<file path="config.mk">
export PLATFORM = sky130hd
export DESIGN_NAME = regbank16_wr
export DESIGN_NICKNAME = d
export VERILOG_FILES = /design/src/rtl/regbank16_wr.sv
export SDC_FILE = /design/constraint.sdc
export NUM_CORES = 1
export LEC_CHECK = 0
export BUFFER_PORTS_ARGS = -buffer_cell sky130_fd_sc_hd__buf_4
export CAP_MARGIN = 10
export CORE_ASPECT_RATIO = 0.8
export CORE_UTILIZATION = 30
export DETAILED_ROUTE_END_ITERATION = 8
export SYNTH_ARGS = -nofsm -noshare
export SYNTH_HDL_FRONTEND = slang
export SYNTH_SLANG_ARGS = --single-unit
</file>
<file path="constraint.sdc">
create_clock -name clk -period 7.9 [get_ports clk]
set_input_delay 1.185 -clock clk [delete_from_list [all_inputs] [get_ports clk]]
set_output_delay 1.185 -clock clk [all_outputs]
set_load 0.02 [all_outputs]
</file>
<file path="src/rtl/regbank16_wr.sv">
// regbank16_wr: sixteen-entry register bank with a single write port and a
// sixteen-cycle clear sweep.
//
// Handshake: a write transfers on a rising edge where wr_valid && wr_ready.
// wr_ready is combinational and is high only in IDLE, with clr_req low and
// rst low. The requester holds wr_valid/wr_addr/wr_data stable until the
// transfer. wr_done pulses in the cycle after each completed write.
//
// A clear sweep starts from IDLE when clr_req is seen. It loads CLR_VAL into
// entry 0, then 1, and so on up to 15, one entry per cycle. busy is the FSM
// state flag: it is high in CLEAR and low in IDLE.
//
// Optional feature: define REGBANK16_WR_LOCK_EN to add the lock input and the
// wr_err output. A write accepted while lock is high completes the handshake
// but leaves every entry unchanged, and it pulses wr_err instead of wr_done.
module regbank16_wr #(
    parameter int                WIDTH   = 8,
    parameter logic [WIDTH-1:0]  CLR_VAL = '0
) (
    input  logic             clk,
    input  logic             rst,
    input  logic             wr_valid,
    output logic             wr_ready,
    input  logic [3:0]       wr_addr,
    input  logic [WIDTH-1:0] wr_data,
    output logic             wr_done,
    input  logic             clr_req,
    output logic             busy,
    output logic             clr_done,
    output logic [WIDTH-1:0] q0,
    output logic [WIDTH-1:0] q1,
    output logic [WIDTH-1:0] q2,
    output logic [WIDTH-1:0] q3,
    output logic [WIDTH-1:0] q4,
    output logic [WIDTH-1:0] q5,
    output logic [WIDTH-1:0] q6,
    output logic [WIDTH-1:0] q7,
    output logic [WIDTH-1:0] q8,
    output logic [WIDTH-1:0] q9,
    output logic [WIDTH-1:0] q10,
    output logic [WIDTH-1:0] q11,
    output logic [WIDTH-1:0] q12,
    output logic [WIDTH-1:0] q13,
    output logic [WIDTH-1:0] q14,
    output logic [WIDTH-1:0] q15
`ifdef REGBANK16_WR_LOCK_EN
    ,
    input  logic             lock,
    output logic             wr_err
`endif
);

    typedef enum logic {
        IDLE  = 1'b0,
        CLEAR = 1'b1
    } state_t;

    state_t           state;
    state_t           state_nxt;
    logic [3:0]       cnt;
    logic [WIDTH-1:0] mem [16];
    logic             wr_acc;
    logic             lock_i;
    logic             sweep_last;

`ifdef REGBANK16_WR_LOCK_EN
    assign lock_i = lock;
`else
    assign lock_i = 1'b0;
`endif

    // A write is refused during reset, during the sweep and in the cycle a
    // clear is requested (clear wins over a simultaneous write).
    assign wr_ready   = (state == IDLE) && !clr_req && !rst;
    assign wr_acc     = wr_valid && wr_ready;
    assign busy       = (state == CLEAR);
    assign sweep_last = (state == CLEAR) && (cnt == 4'd15);

    // Next-state logic: clr_req is only sampled in IDLE, so a request during
    // the sweep neither restarts nor extends it.
    always_comb begin
        state_nxt = state;
        case (state)
            IDLE:    if (clr_req) state_nxt = CLEAR;
            CLEAR:   if (cnt == 4'd15) state_nxt = IDLE;
            default: state_nxt = IDLE;
        endcase
    end

    // State register; reset aborts any sweep in progress.
    always_ff @(posedge clk or posedge rst) begin
        if (rst) state <= IDLE;
        else     state <= state_nxt;
    end

    // Sweep counter: parked at 0 in IDLE so each sweep starts at entry 0.
    always_ff @(posedge clk or posedge rst) begin
        if (rst)                 cnt <= 4'd0;
        else if (state == CLEAR) cnt <= cnt + 4'd1;
        else                     cnt <= 4'd0;
    end

    // Entry storage: the sweep owns the bank in CLEAR; otherwise an accepted,
    // unlocked write updates exactly one entry.
    always_ff @(posedge clk or posedge rst) begin
        if (rst) begin
            for (int i = 0; i < 16; i++) mem[i] <= CLR_VAL;
        end else if (state == CLEAR) begin
            mem[cnt] <= CLR_VAL;
        end else if (wr_acc && !lock_i) begin
            mem[wr_addr] <= wr_data;
        end
    end

    // Completion pulses, each one cycle after the event it reports.
    always_ff @(posedge clk or posedge rst) begin
        if (rst) begin
            wr_done  <= 1'b0;
            clr_done <= 1'b0;
        end else begin
            wr_done  <= wr_acc && !lock_i;
            clr_done <= sweep_last;
        end
    end

`ifdef REGBANK16_WR_LOCK_EN
    // Error pulse for a write that was accepted but blocked by lock.
    always_ff @(posedge clk or posedge rst) begin
        if (rst) wr_err <= 1'b0;
        else     wr_err <= wr_acc && lock_i;
    end
`endif

    assign q0  = mem[0];
    assign q1  = mem[1];
    assign q2  = mem[2];
    assign q3  = mem[3];
    assign q4  = mem[4];
    assign q5  = mem[5];
    assign q6  = mem[6];
    assign q7  = mem[7];
    assign q8  = mem[8];
    assign q9  = mem[9];
    assign q10 = mem[10];
    assign q11 = mem[11];
    assign q12 = mem[12];
    assign q13 = mem[13];
    assign q14 = mem[14];
    assign q15 = mem[15];

endmodule
</file>
* After elaboration in Yosys (flattened, before gate mapping) *
Cells that the tools add are included.

word-level totals
  bits in registers = 135
  input port bits = 16
  logic and storage cells = 51

operators by class
  $add $sub $neg = 1
  $lt $le $gt $ge = 4
  eq/ne operators = 1
  mux-type cells = 11
  bitwise gates (word level) = 5
  reductions and logical operators = 9

operator list
  kind                                                        number
  2-to-1 mux 128 bit                                          2
  AND 128 bit                                                 1
  bitwise mux 128 bit                                         1
  NOT 128 bit                                                 1
  demux 8 bit (select 4 bit)                                  2
  2-to-1 mux 8 bit                                            2
  greater-or-equal comparator 5 bit, second input constant    2
  less-than comparator 5 x 1 -> 1 bit, second input constant  2
  NOT 4 -> 5 bit                                              2
  logical AND 1 bit                                           6
  adder 4 x 1 -> 4 bit, second input constant                 1
  == test 4 bit, second input constant                        1
  2-to-1 mux 4 bit                                            1
  logical NOT 1 bit                                           2
  2-to-1 mux 1 bit                                            2
  one-hot mux 1 bit (2 select lines)                          1
  nonzero test 2 bit                                          1
  NOT 1 bit                                                   1

* Logic depth before layout (Yosys ltp) *
  depth after elaboration = 8
  depth in mapped cells = 7
  gate-level depth less buffers = 5

* Least setup slack after synthesis *
No wires, ideal clock.

  path type = in2reg
  start = input rst
  end = register wr_done
  arrival time = 4.418 ns
  required time = 7.814 ns
  slack = 3.397 ns
  stages on the path = 2
  path buffers = 0
  path through = inv_1 > and3_1

on the way
  cells in the longest elaborated chain, start to end = 3

RTL lines
  element                      RTL line  source
  start, declared              21        input logic rst,
  logical NOT 1 bit (no line)  -
  logical AND 1 bit            74        assign wr_ready = (state == IDLE) && !clr_req && !rst;
  logical AND 1 bit            75        assign wr_acc = wr_valid && wr_ready;
  via wr_acc                   62        logic wr_acc;
  end signal, assigned         121       wr_done <= wr_acc && !lock_i;
  end, declared                26        output logic wr_done,

The timed path passes the listed nets, and every way through them passes these cells.
A chain may end at the register's enable or synchronous reset.

* Worst setup path in the final report *
  start = input clr_req
  end = output wr_ready

on the way
  cells in the longest elaborated chain, start to end = 3

RTL lines
  element                          RTL line  source
  start, declared                  27        input logic clr_req,
  logical NOT 1 bit                74
  logical AND 1 bit (2 in series)  74
  end, declared                    23        output logic wr_ready,

Every way passes these cells.

==> results.py <==
metrics = {
    "outcome": {
        "status": "complete, no violations",
    },
    "setup_path": {
        "critPathSlowestCell": "nor3_1",
        "arrival_ps": 1670,
        "crit_type": "input pin to primary output",
        "crit_buf_inv": 2,
        "worst_path_largest_cell_delay_ps": 170,
        "end_kind": "primary output",
        "cpMostUsedCell": "buf_4",
        "crit_chain": "buf_4 > nor3_1 > buf_4",
        "worstSetupStartpointType": "input pin",
        "critical_path.top_delay_family": "buffers and inverters",
        "critPathRequiredTime_ps": 6710,
        "crit_fanout": 6,
    },
    "pwr": {
        "p_leak_nw": 4.04,
        "vdd_drop_max_mv": 0.145,
        "finalPower_mw": 3.12,
        "p_per_area_nw_per_um2": 368,
    },
    "sta": {
        "fin_crit_ps": 2850,
        "relSlewSlack": 0.344,
        "setup_viol": 0,
        "timing.final.crit_share": 0.361,
        "finalSetupTns_ps": 0,
        "worst_slew_pin_slew_ps": 984,
        "grt_setup_unrepaired": "no",
        "fin_ws_ps": 5050,
        "finClkSkew_ps": 8.90,
        "whs_ps": 513,
        "maxSlewViolCount": 0,
        "hold_viol_final": 0,
        "fmaxAchievable_ghz": 0.351,
    },
    "yosys": {
        "synth_top_family_by_area": "simple AND/OR/NAND/NOR gates",
        "ys_seq_area_frac": 0.508,
        "synth_cell_types": 47,
        "syn_nets": 651,
        "synth_adder_area_share": 0.00753,
        "synth_area_um2": 6650,
        "syn_area_per_cell_um2": 10.5,
        "ys.warnings.count": 0,
        "muxShareOfSynthArea": 0.0557,
        "synth_xor_area_frac": 0.00264,
        "synth_cells": 631,
        "synth_seq_cells": 135,
        "yosys.area_share.simple": 0.213,
        "synth_compound_area_frac": 0.131,
    },
    "global_route": {
        "grt_antenna_before_repair": 0,
        "grt_pass1_wl_um": 32300,
        "grtUsageTotal": 0.189,
        "overflow": 0,
        "grt_pass1_vias": 5272,
        "grt_max_degree": 107,
    },
    "floorplanning": {
        "start_util": 0.307,
        "io_pins": 148,
        "rows": 48,
        "dieArea_um2": 22800,
        "die_x_um": 168,
        "die_y_um": 135,
        "core_area_um2": 21600,
    },
    "clock_network": {
        "clk_pin_slew_worst_paths_ps": 60,
        "cts_setup_buffers": 0,
        "cts_resized": 0,
        "cts_hold_buf": 0,
        "clock-root-buffer": "clkbuf_16",
        "cts_buffers": 17,
        "htree_levels": 4,
        "insertion_delay_ps": 420,
        "cts.sinks": 135,
        "tritoncts": "done",
        "clockBufferDepth": 2,
    },
    "routing": {
        "antenna_left": 0,
        "vias_per_cell": 5.27,
        "first_pass_iters": 5,
        "wl_per_cell_um": 20.3,
        "drc": 0,
        "drtIter0Drc": 447,
        "vias": 5447,
        "wl_um": 21000,
    },
    "place": {
        "io_buffers": 147,
        "dpl-instance-area_um2": 7830,
        "dpl.cell_count": 1003,
        "place_congestion": 0.735,
        "post-place-ws_ps": 4880,
        "dp_hpwl_um": 14200,
    },
    "finish": {
        "multiInputGateArea_um2": 2740,
        "syn2layout_area_growth_pct": 27.9,
        "final_cells": 1034,
        "fill_cells": 2146,
        "fin_area_um2": 8500,
        "diodes": 0,
        "utilization": 0.393,
        "drive_above_1_share": 0.277,
        "finalNetCount": 767,
        "regArea_um2": 3380,
    },
    "flow_run": {
        "drv_cap": 0,
    },
    "worst_hold_path": {
        "hold_path_class": "flop to flop",
    },
}
## worst register-to-register path, stage by stage, from the launching register on
cell and delay, ps:
dfrtp_4 770, buf_4 840, nand4b_1 500, o211ai_1 220, o21ai_0 110
## synthesized netlist by cell type (all sizes together)
| master | count | area (µm²) |
|---|---|---|
| o211ai | 15 | 113 |
| or3b | 4 | 35.0 |
| and2 | 10 | 62.6 |
| buf | 36 | 248 |
| nand4bb | 1 | 16.3 |
| dfrtp | 135 | 3380 |
| nand4 | 1 | 6.26 |
| and4b | 2 | 20.0 |
| nor4bb | 2 | 20.0 |
| nor4b | 4 | 95.1 |
| nand2 | 46 | 200 |
| mux2i | 37 | 370 |
| a21boi | 1 | 7.51 |
| nor3 | 1 | 5.00 |
| nor2b | 10 | 62.6 |
| nand2b | 7 | 43.8 |
| a22o | 16 | 140 |
| o21ai | 17 | 85.1 |
| nand3b | 1 | 7.51 |
| xnor2 | 1 | 8.76 |
| ha | 4 | 50.1 |
| nand3 | 116 | 581 |
| xor2 | 1 | 8.76 |
| and4 | 3 | 26.3 |
| nor2 | 4 | 31.3 |
| inv | 58 | 218 |
| a21oi | 4 | 20.0 |
| clkbuf | 19 | 72.6 |
| and3 | 4 | 25.0 |
| and4bb | 2 | 25.0 |
| or4b | 2 | 20.0 |
| nor4 | 1 | 21.3 |
| o311ai | 55 | 482 |
| a31o | 3 | 26.3 |
| nand4b | 8 | 114 |
## cells by family (layout without fill, tap and decap cells)
group                      after synthesis  count (layout)
AOI/OAI and AO/OA                      111             111
xor gates and xnor gates                 2               2
adders and majority gates                4               4
buffers and inverters                  113             241
DFF                                    135             135
muxes                                   37              37
and+or+nand+nor                        229             229
## where the power goes
group          switching (mW)  internal (mW)
clock network           0.301          0.616
logic                   0.651          0.438
registers               0.222          0.896
total                    1.17           1.95
## cells in the final DEF, fill, tap and decap left out, drive strengths merged, types with 2 or more instances in the layout
master,instances
nand2b,7
buf,152
nand4b,8
a22o,16
nor2,4
inv,58
o211ai,15
and4bb,2
ha,4
nand2,46
and3,4
a21oi,4
bufinv,6
nor4b,4
o21ai,17
and4b,2
or4b,2
and2,10
and4,3
clkbuf,23
o311ai,55
nor4bb,2
nand3,116
mux2i,37
dfrtp,135
a31o,3
or3b,4
nor2b,10
## area by class of cell
class                      instances  share of cell area
clock inverter                     8              0.0227
multi-input combinational        383               0.323
tap                              275              0.0405
inverter                          58              0.0259
clock buffer                      23              0.0562
timing repair buffer             152               0.134
sequential                       135               0.398
## layer usage
layer  track usage  vias up  wire, µm
li1              -     2528         -
met1         0.275     2715     10100
met2         0.271      192      9070
met3        0.0624       12      1730
met4        0.0364        0       116
met5             0        -         0
## worst paths after layout
| kind | startpoint | to | slack [ps] | cells after the start |
|---|---|---|---|---|
| max | clr_req | wr_ready | 5050 | 3 |
| min | q12[5]$_DFFE_PP0P_ | q12[5]$_DFFE_PP0P_ | 510 | 1 |
| max reg2reg | busy$_DFF_PP0_ | q11[4]$_DFFE_PP0P_ | 5320 | 4 |
| min reg2reg | q12[5]$_DFFE_PP0P_ | q12[5]$_DFFE_PP0P_ | 510 | 1 |
| max in group asynchronous | rst | q6[6]$_DFFE_PP0P_ | 5420 | 3 |
| min in group asynchronous | rst | q13[2]$_DFFE_PP0P_ | 980 | 2 |
Power figures use the tool's default switching activity.
